<file path="src/rtl/branch_target_buffer.sv">
// Direct-mapped branch target buffer with 2-bit saturating counters and
// saturating hit/mispredict statistics; lookup is combinational, update is clocked.
module branch_target_buffer #(
    parameter int INDEX_BITS = 4,
    parameter int TAG_BITS   = 26,
    parameter int STAT_WIDTH = 16
) (
    input  logic                  Clk,
    input  logic                  Reset_n,
    input  logic [31:0]           Fetch_PC,
    input  logic                  Fetch_Valid,
    output logic                  BTB_Hit,
    output logic [1:0]            branchPredict,
    output logic                  Predict_Taken,
    output logic [31:0]           Predicted_PC,
    input  logic                  Update_Valid,
    input  logic [31:0]           Update_PC,
    input  logic                  Update_Taken,
    input  logic [31:0]           Update_Target,
    input  logic                  Update_Mispredict,
    output logic [STAT_WIDTH-1:0] Hit_Count,
    output logic [STAT_WIDTH-1:0] Mispredict_Count
);

    localparam int ENTRIES = 2 ** INDEX_BITS;

    logic                valid_q  [ENTRIES];
    logic [TAG_BITS-1:0] tag_q    [ENTRIES];
    logic [31:0]         target_q [ENTRIES];
    logic [1:0]          ctr_q    [ENTRIES];

    logic [INDEX_BITS-1:0] fetch_idx;
    logic [TAG_BITS-1:0]   fetch_tag;
    logic [INDEX_BITS-1:0] upd_idx;
    logic [TAG_BITS-1:0]   upd_tag;
    logic                  upd_hit;
    logic                  unused_bits;

    assign fetch_idx   = Fetch_PC[INDEX_BITS+1:2];
    assign fetch_tag   = Fetch_PC[31:INDEX_BITS+2];
    assign upd_idx     = Update_PC[INDEX_BITS+1:2];
    assign upd_tag     = Update_PC[31:INDEX_BITS+2];
    assign upd_hit     = valid_q[upd_idx] && (tag_q[upd_idx] == upd_tag);
    assign unused_bits = ^{Fetch_PC[1:0], Update_PC[1:0]};

    // Lookup reads only registered array state, so an update in the same cycle
    // becomes visible on the following cycle.
    always_comb begin
        BTB_Hit       = 1'b0;
        branchPredict = 2'b01;
        Predict_Taken = 1'b0;
        Predicted_PC  = Fetch_PC + 32'd4;
        if (valid_q[fetch_idx] && (tag_q[fetch_idx] == fetch_tag)) begin
            BTB_Hit       = 1'b1;
            branchPredict = ctr_q[fetch_idx];
            Predict_Taken = ctr_q[fetch_idx][1];
            if (ctr_q[fetch_idx][1]) begin
                Predicted_PC = target_q[fetch_idx];
            end
        end
    end

    always_ff @(posedge Clk) begin
        if (!Reset_n) begin
            // NOTE: the whole array is cleared here because a reset must flush
            // every prediction; this forces flops rather than an SRAM macro.
            for (int i = 0; i < ENTRIES; i++) begin
                valid_q[i]  <= 1'b0;
                tag_q[i]    <= '0;
                target_q[i] <= '0;
                ctr_q[i]    <= 2'b01;
            end
            Hit_Count        <= '0;
            Mispredict_Count <= '0;
        end else begin
            if (Update_Valid) begin
                if (upd_hit) begin
                    if (Update_Taken) begin
                        target_q[upd_idx] <= Update_Target;
                        if (ctr_q[upd_idx] != 2'b11) begin
                            ctr_q[upd_idx] <= ctr_q[upd_idx] + 2'd1;
                        end
                    end else if (ctr_q[upd_idx] != 2'b00) begin
                        ctr_q[upd_idx] <= ctr_q[upd_idx] - 2'd1;
                    end
                end else if (Update_Taken) begin
                    valid_q[upd_idx]  <= 1'b1;
                    tag_q[upd_idx]    <= upd_tag;
                    target_q[upd_idx] <= Update_Target;
                    ctr_q[upd_idx]    <= 2'b10;
                end
            end
            if (Fetch_Valid && BTB_Hit && (Hit_Count != '1)) begin
                Hit_Count <= Hit_Count + STAT_WIDTH'(1);
            end
            if (Update_Valid && Update_Mispredict && (Mispredict_Count != '1)) begin
                Mispredict_Count <= Mispredict_Count + STAT_WIDTH'(1);
            end
        end
    end

endmodule

</file>
<file path="config.mk">
export PLATFORM = sky130hd
export DESIGN_NAME = branch_target_buffer
export DESIGN_NICKNAME = d
export VERILOG_FILES = /design/src/rtl/branch_target_buffer.sv
export SDC_FILE = /design/constraint.sdc
export NUM_CORES = 2
export LEC_CHECK = 0
export BUFFER_PORTS_ARGS = -buffer_cell sky130_fd_sc_hd__buf_2
export CAP_MARGIN = 20
export CORE_MARGIN = 2
export CORE_UTILIZATION = 65
export CTS_CLUSTER_DIAMETER = 200
export DETAILED_ROUTE_END_ITERATION = 10
export GPL_ROUTABILITY_DRIVEN = 0
export PLACE_DENSITY_LB_ADDON = 0.15
export SETUP_SLACK_MARGIN = 0.4
export SYNTH_ARGS = -nofsm -noshare
export SYNTH_HDL_FRONTEND = slang
export SYNTH_SLANG_ARGS = --single-unit
</file>
<file path="constraint.sdc">
create_clock -name Clk -period 8.2 [get_ports Clk]
set_clock_uncertainty 0.15 [all_clocks]
set_input_delay 0.82 -clock Clk [delete_from_list [all_inputs] [get_ports Clk]]
set_output_delay 0.82 -clock Clk [all_outputs]
set_load 0.1 [all_outputs]
</file>
---- After elaboration in Yosys (flattened, before gate mapping) ----
Memory sizes are Yosys's and may differ from the RTL's.
Index checks and enable logic that the tools add are counted.
W data, S select, Z words.
word-level totals
  bits in registers ....................... 32
  bits in writable memories ............... 976
  output and inout port bits .............. 68
  word-level logic and storage cells ...... 72
  memories kept ........................... 4
memories
  name      words  width  read ports  clocked after Yosys merged registers in  wr ports  line  source
  target_q  16     32     1           0                                        16        29    logic [31:0] target_q [ENTRIES];
  tag_q     16     26     2           0                                        16        28    logic [TAG_BITS-1:0] tag_q [ENTRIES];
  ctr_q     16     2      2           0                                        16        30    logic [1:0] ctr_q [ENTRIES];
  valid_q   16     1      2           0                                        16        27    logic valid_q [ENTRIES];
cells by class
  $add $sub $neg .......................... 5
  eq/ne operators ......................... 5
  mux-type cells .......................... 42
  bitwise gates (word level) .............. 3
  reductions and logical operators ........ 11
operators with widths
  operator                 count
  $mux W32                 4
  $eq A26 B26 Y1           2
  $add A16 B1 Y16 const B  2
  $add A32 B3 Y32 const B  1
  $ne A16 B16 Y1 const B   2
  $reduce_or A32 Y1        1
  $mux W1                  29
  $mux W26                 1
  $reduce_or A26 Y1        1
  $mux W4                  4
  $mux W2                  4
  $logic_and A1 B1 Y1      6
  $or A1 B1 Y1             3
  $add A2 B1 Y2 const B    1
  $ne A2 B2 Y1 const B     1
  $reduce_bool A2 Y1       1
  $reduce_or A2 Y1         1
  $sub A2 B1 Y2 const B    1
  $reduce_or A1 Y1         1

---- Longest topological paths before layout ----
An unclocked memory read counts as a cell.
  depth after elaboration ................. 12
  gate-level depth with buffers ........... 15
  depth with buffers taken out ............ 9

---- Least setup slack after synthesis ----
No wires, ideal clock.
  kind .................................... input -> output
  start point ............................. input Fetch_PC[3]
  end point ............................... output branchPredict[1]
  data arrival time ....................... 5.065 ns
  data required time ...................... 7.230 ns
  setup slack ............................. 2.165 ns
  stages .................................. 11
  buffers on the path ..................... 5
  cell sequence ........................... buf_2 buf_2 clkbuf_1 clkbuf_1 mux2_2 o211ai_1 nand4_1 nor4_1 nand3_1 nor2_1 buf_4
between the ends
  longest elaborated chain between the ends .. 4
  elaborated cells on any way between the ends .. 6
  those cells by class .................... eq/ne: 1; mux: 1; reduce/logical: 1; memory: 3
RTL lines
  element              line  source
  start: declaration   10    input logic [31:0] Fetch_PC,
  $mem_v2 Z16 W26      --
  $eq A26 B26 Y1       53    if (valid_q[fetch_idx] && (tag_q[fetch_idx] == fetch_tag)) begin
  $logic_and A1 B1 Y1  53
  $mux W2 *            53
  end: declaration     13    output logic [1:0] branchPredict,
Every way passes the cells marked *; elsewhere a longest branch is shown, timed or not.

---- Worst setup path in the final report ----
  start point ............................. input Fetch_PC[2]
  end point ............................... output Predicted_PC[23]
between the ends
  longest elaborated chain between the ends .. 4
  elaborated cells on any way between the ends .. 9
  those cells by class .................... add/sub: 1; eq/ne: 1; mux: 2; reduce/logical: 1; memory: 4
RTL lines
  element                                                                  line  source
  parallel branches: the longest is 3 deep, another holds $add A32 B3 Y32  --
  $mux W32 *                                                               53
  end: declaration                                                         15    output logic [31:0] Predicted_PC,
Every way passes the cells marked *.

==> qor.log <==
qor: status.outcome completed
qor: setup_path.critical_path.cell_chain buf_8 -> buf_4 -> mux4_2 -> o211ai_1 -> o21ai_0 -> o2111a_1 -> a41oi_1 -> nor3_1 -> nand4b_1 -> buf_4 -> mux2_2 -> buf_2
qor: sta.setup_viol 0
qor: logic_synthesis.fraction_of_the_yosys_area_taken_by_sequential_cells 58.0%
qor: clocking.cts_resized 0
qor: power_and_ir_drop.power.static_leakage 0.0211 uW
qor: floorplanning.placement_rows 103
qor: sta.setup_tns_after_final_layout 0 ns
qor: sta.worst_slew_margin_rel 13.4%
qor: drt.drt_first_iter_violations 5331
qor: place.postPlaceCellArea 0.0532 mm^2
qor: grt.wire_length_of_the_first_global_routing_pass 233000 um
qor: setup_path.critical_path_buf_inv_count 4
qor: clocking.tritoncts_num_sinks 1008
qor: min_path.hold_path_class reg -> reg
qor: layout.final_layout_size_suffix_gt1_share 24.1%
qor: setup_path.slowest_stage mux4_2
qor: drt.detail_route.vias_per_cell 7.36
qor: grt.antenna_found_initial 27
qor: grt.grt.overflow.total 0
qor: sta.hold_viol 0
qor: drt.drt_first_pass_iters 7
qor: setup_path.cp.required 7.23 ns
qor: clocking.cts_made_buffers 102
qor: setup_path.worstSetupPathType in -> out
qor: clocking.ctsHoldBuffers 0
qor: logic_synthesis.synthCells 3553
qor: layout.fin_area 0.0566 mm^2
qor: clocking.clockRootBuffer clkbuf_16
qor: setup_path.cpLargestDelayFamily buffers and inverters
qor: flow_run.maxCapViolations 0
qor: floorplanning.start_util 65.3%
qor: clocking.worst_setup_hold_path_clk_slew 0.06 ns
qor: drt.vias 34600
qor: sta.postLayoutSetupSlackWorst 2.16 ns
qor: logic_synthesis.yosys.area.top_type_share 56.1%
qor: drt.post-route-drc-count 0
qor: sta.layout_worst_path_cycle_share 73.7%
qor: layout.final_stage_net_count 3656
qor: setup_path.start_kind primary input
qor: floorplanning.die_outline_area 0.0813 mm^2
qor: drt.drt_wl_total 162000 um
qor: grt.pin_count_of_the_biggest_net_entering_global_routing 188
qor: power_and_ir_drop.worst_ir_drop_vdd 0.000189 V
qor: clocking.h_tree_lvl_count 3
qor: sta.post-route-min-period 6.04 ns
qor: layout.area_delta_synth_final 10.1%
qor: logic_synthesis.syn_nets 3658
qor: drt.drtAntennaViolNets 0
qor: logic_synthesis.synth_enable_flop_cells 960
qor: drt.wl_per_cell 34.5 um
qor: grt.grt_use_total 40.0%
qor: floorplanning.floorplan_die_width 285 um
qor: logic_synthesis.synth_top_cells_by_area edfxtp_1, mux4_2, and2_1
qor: clocking.post_cts_buffers 0
qor: sta.final_max_slew_viols 0
qor: clocking.tritoncts done
qor: setup_path.worst-endpoint-arrival 5.07 ns
qor: logic_synthesis.ys_ff_latch 1008
qor: floorplanning.floorplan.io_pins 170
qor: sta.fmax 166 MHz
qor: setup_path.critPathMaxStageDelay 0.60 ns
qor: power_and_ir_drop.power 11900 uW
qor: logic_synthesis.synth_area_leader_cell edfxtp_1
qor: power_and_ir_drop.p_per_area 211 mW/mm^2
qor: logic_synthesis.synth-async-reset-ratio 0%
qor: sta.setup_repair_after_global_routing_missed_its_margin no
qor: floorplanning.core-area 0.0786 mm^2
qor: place.post-dp-hpwl 91900 um
qor: floorplanning.fp.dieH 285 um
qor: layout.multiInputGateArea 0.0203 mm^2
qor: setup_path.critical_path_peak_fanout 62
qor: layout.regArea 0.0298 mm^2
qor: place.pre_cts_slack 1.92 ns
qor: setup_path.critPathCaptureType output port
qor: grt.number_of_global_route_vias_before_repair 34500
qor: logic_synthesis.synth.avg_cell_area 14.5 um^2
qor: logic_synthesis.synth_top_flop_cell edfxtp_1
qor: clocking.cts.path.max_buffers 3
qor: clocking.insertion_delay 0.70 ns
qor: setup_path.timing.critical_path.mode_cell buf_4
qor: logic_synthesis.synth_cell_types 64
qor: layout.finalCoreUtilization 71.9%
qor: layout.filler_cell_count 5035
qor: logic_synthesis.synthesis.area 0.0514 mm^2
qor: sta.worst-slew-pin-transition 1.30 ns
qor: place.buffer_ports.inserted 167
qor: logic_synthesis.synth.yosys.warnings 0
-- path summary, 6_finish.rpt --
path	endpoint	slack [ns]	startpoint	depth (start not counted)
worst max-delay path	Predicted_PC[23]	2.16	Fetch_PC[2]	12
worst min-delay path	valid_q[9]$_DFF_P_	0.33	valid_q[9]$_DFF_P_	1
worst max register to register	tag_q[9][10]$_SDFFCE_PN0P_	2.94	tag_q[9][23]$_SDFFCE_PN0P_	10
worst min register to register	valid_q[9]$_DFF_P_	0.33	valid_q[9]$_DFF_P_	1
-- stage by stage --
step                      hold slack [ns]  cells
after floorplan                     0.286   3553
after global placement              0.301   4487
after detailed placement            0.322   4492
after CTS                           0.324   4681
after global routing                0.345   4690
final                               0.335   4702
-- metal layers --
layer  track usage (%)  wire (um)  share of wire (%)  vias up
met2              63.0      76600                 47     3011
met3              10.6      22800                 14      669
li1                  -          -                  -    13700
met4              21.8       9830                6.1       28
met5                 0        160              0.099        -
met1              51.1      52700                 33    17200
-- cells in the final DEF (no fill, tap or decap), drive strengths merged, types with 54 or more instances in the layout --
cell    count
and3      417
xnor2      54
nand2     102
nor2       61
mux2i     149
clkbuf    124
mux4      359
and2      521
o21ai      74
edfxtp    960
buf       261
-- area by class of cell --
type                            count  share of cell area (%)
Sequential cell                  1008                    52.7
Multi-Input combinational cell   2163                    36.0
Clock buffer                      122                    4.70
Timing Repair Buffer              263                    3.09
Tap cell                         1050                    2.32
Clock inverter                     67                    1.09
Inverter                           13                  0.0863
Antenna cell                       16                  0.0708
-- sequential cells by signal, summed over array words and instances (netlist names) --
register,count
Hit_Count,16
target_q,512
ctr_q,32
Mispredict_Count,16
valid_q,16
tag_q,416
-- synth_stat cells (46+ instances only) --
master	instances
edfxtp_1	960
and2_1	520
and3_1	417
mux4_2	359
clkbuf_1	278
mux2i_1	149
nand2_1	102
nor2_1	60
o21ai_0	56
xnor2_1	54
mux2_2	50
nand3_1	50
dfxtp_1	48
buf_2	46
-- report_power, final --
| part | internal [uW] | switching, uW | leakage [uW] | total, uW |
|---|---|---|---|---|
| combinational | 493 | 797 | 0.00995 | 1290 |
| clock | 2550 | 2060 | 0.00158 | 4610 |
| sequential | 5900 | 111 | 0.00954 | 6010 |
| total | 8940 | 2970 | 0.0211 | 11900 |
-- kinds of logic after synthesis --
logic type	Yosys count	share of synthesized area, %
buffers and inverters	382	3.05
adders and majority gates	3	0.0731
xor gates and xnor gates	84	1.43
muxes	558	19.7
AOI/OAI and AO/OA	216	2.69
and+or+nand+nor	1302	15.0
DFF	1008	58.0
Power figures use the tool's default switching activity.
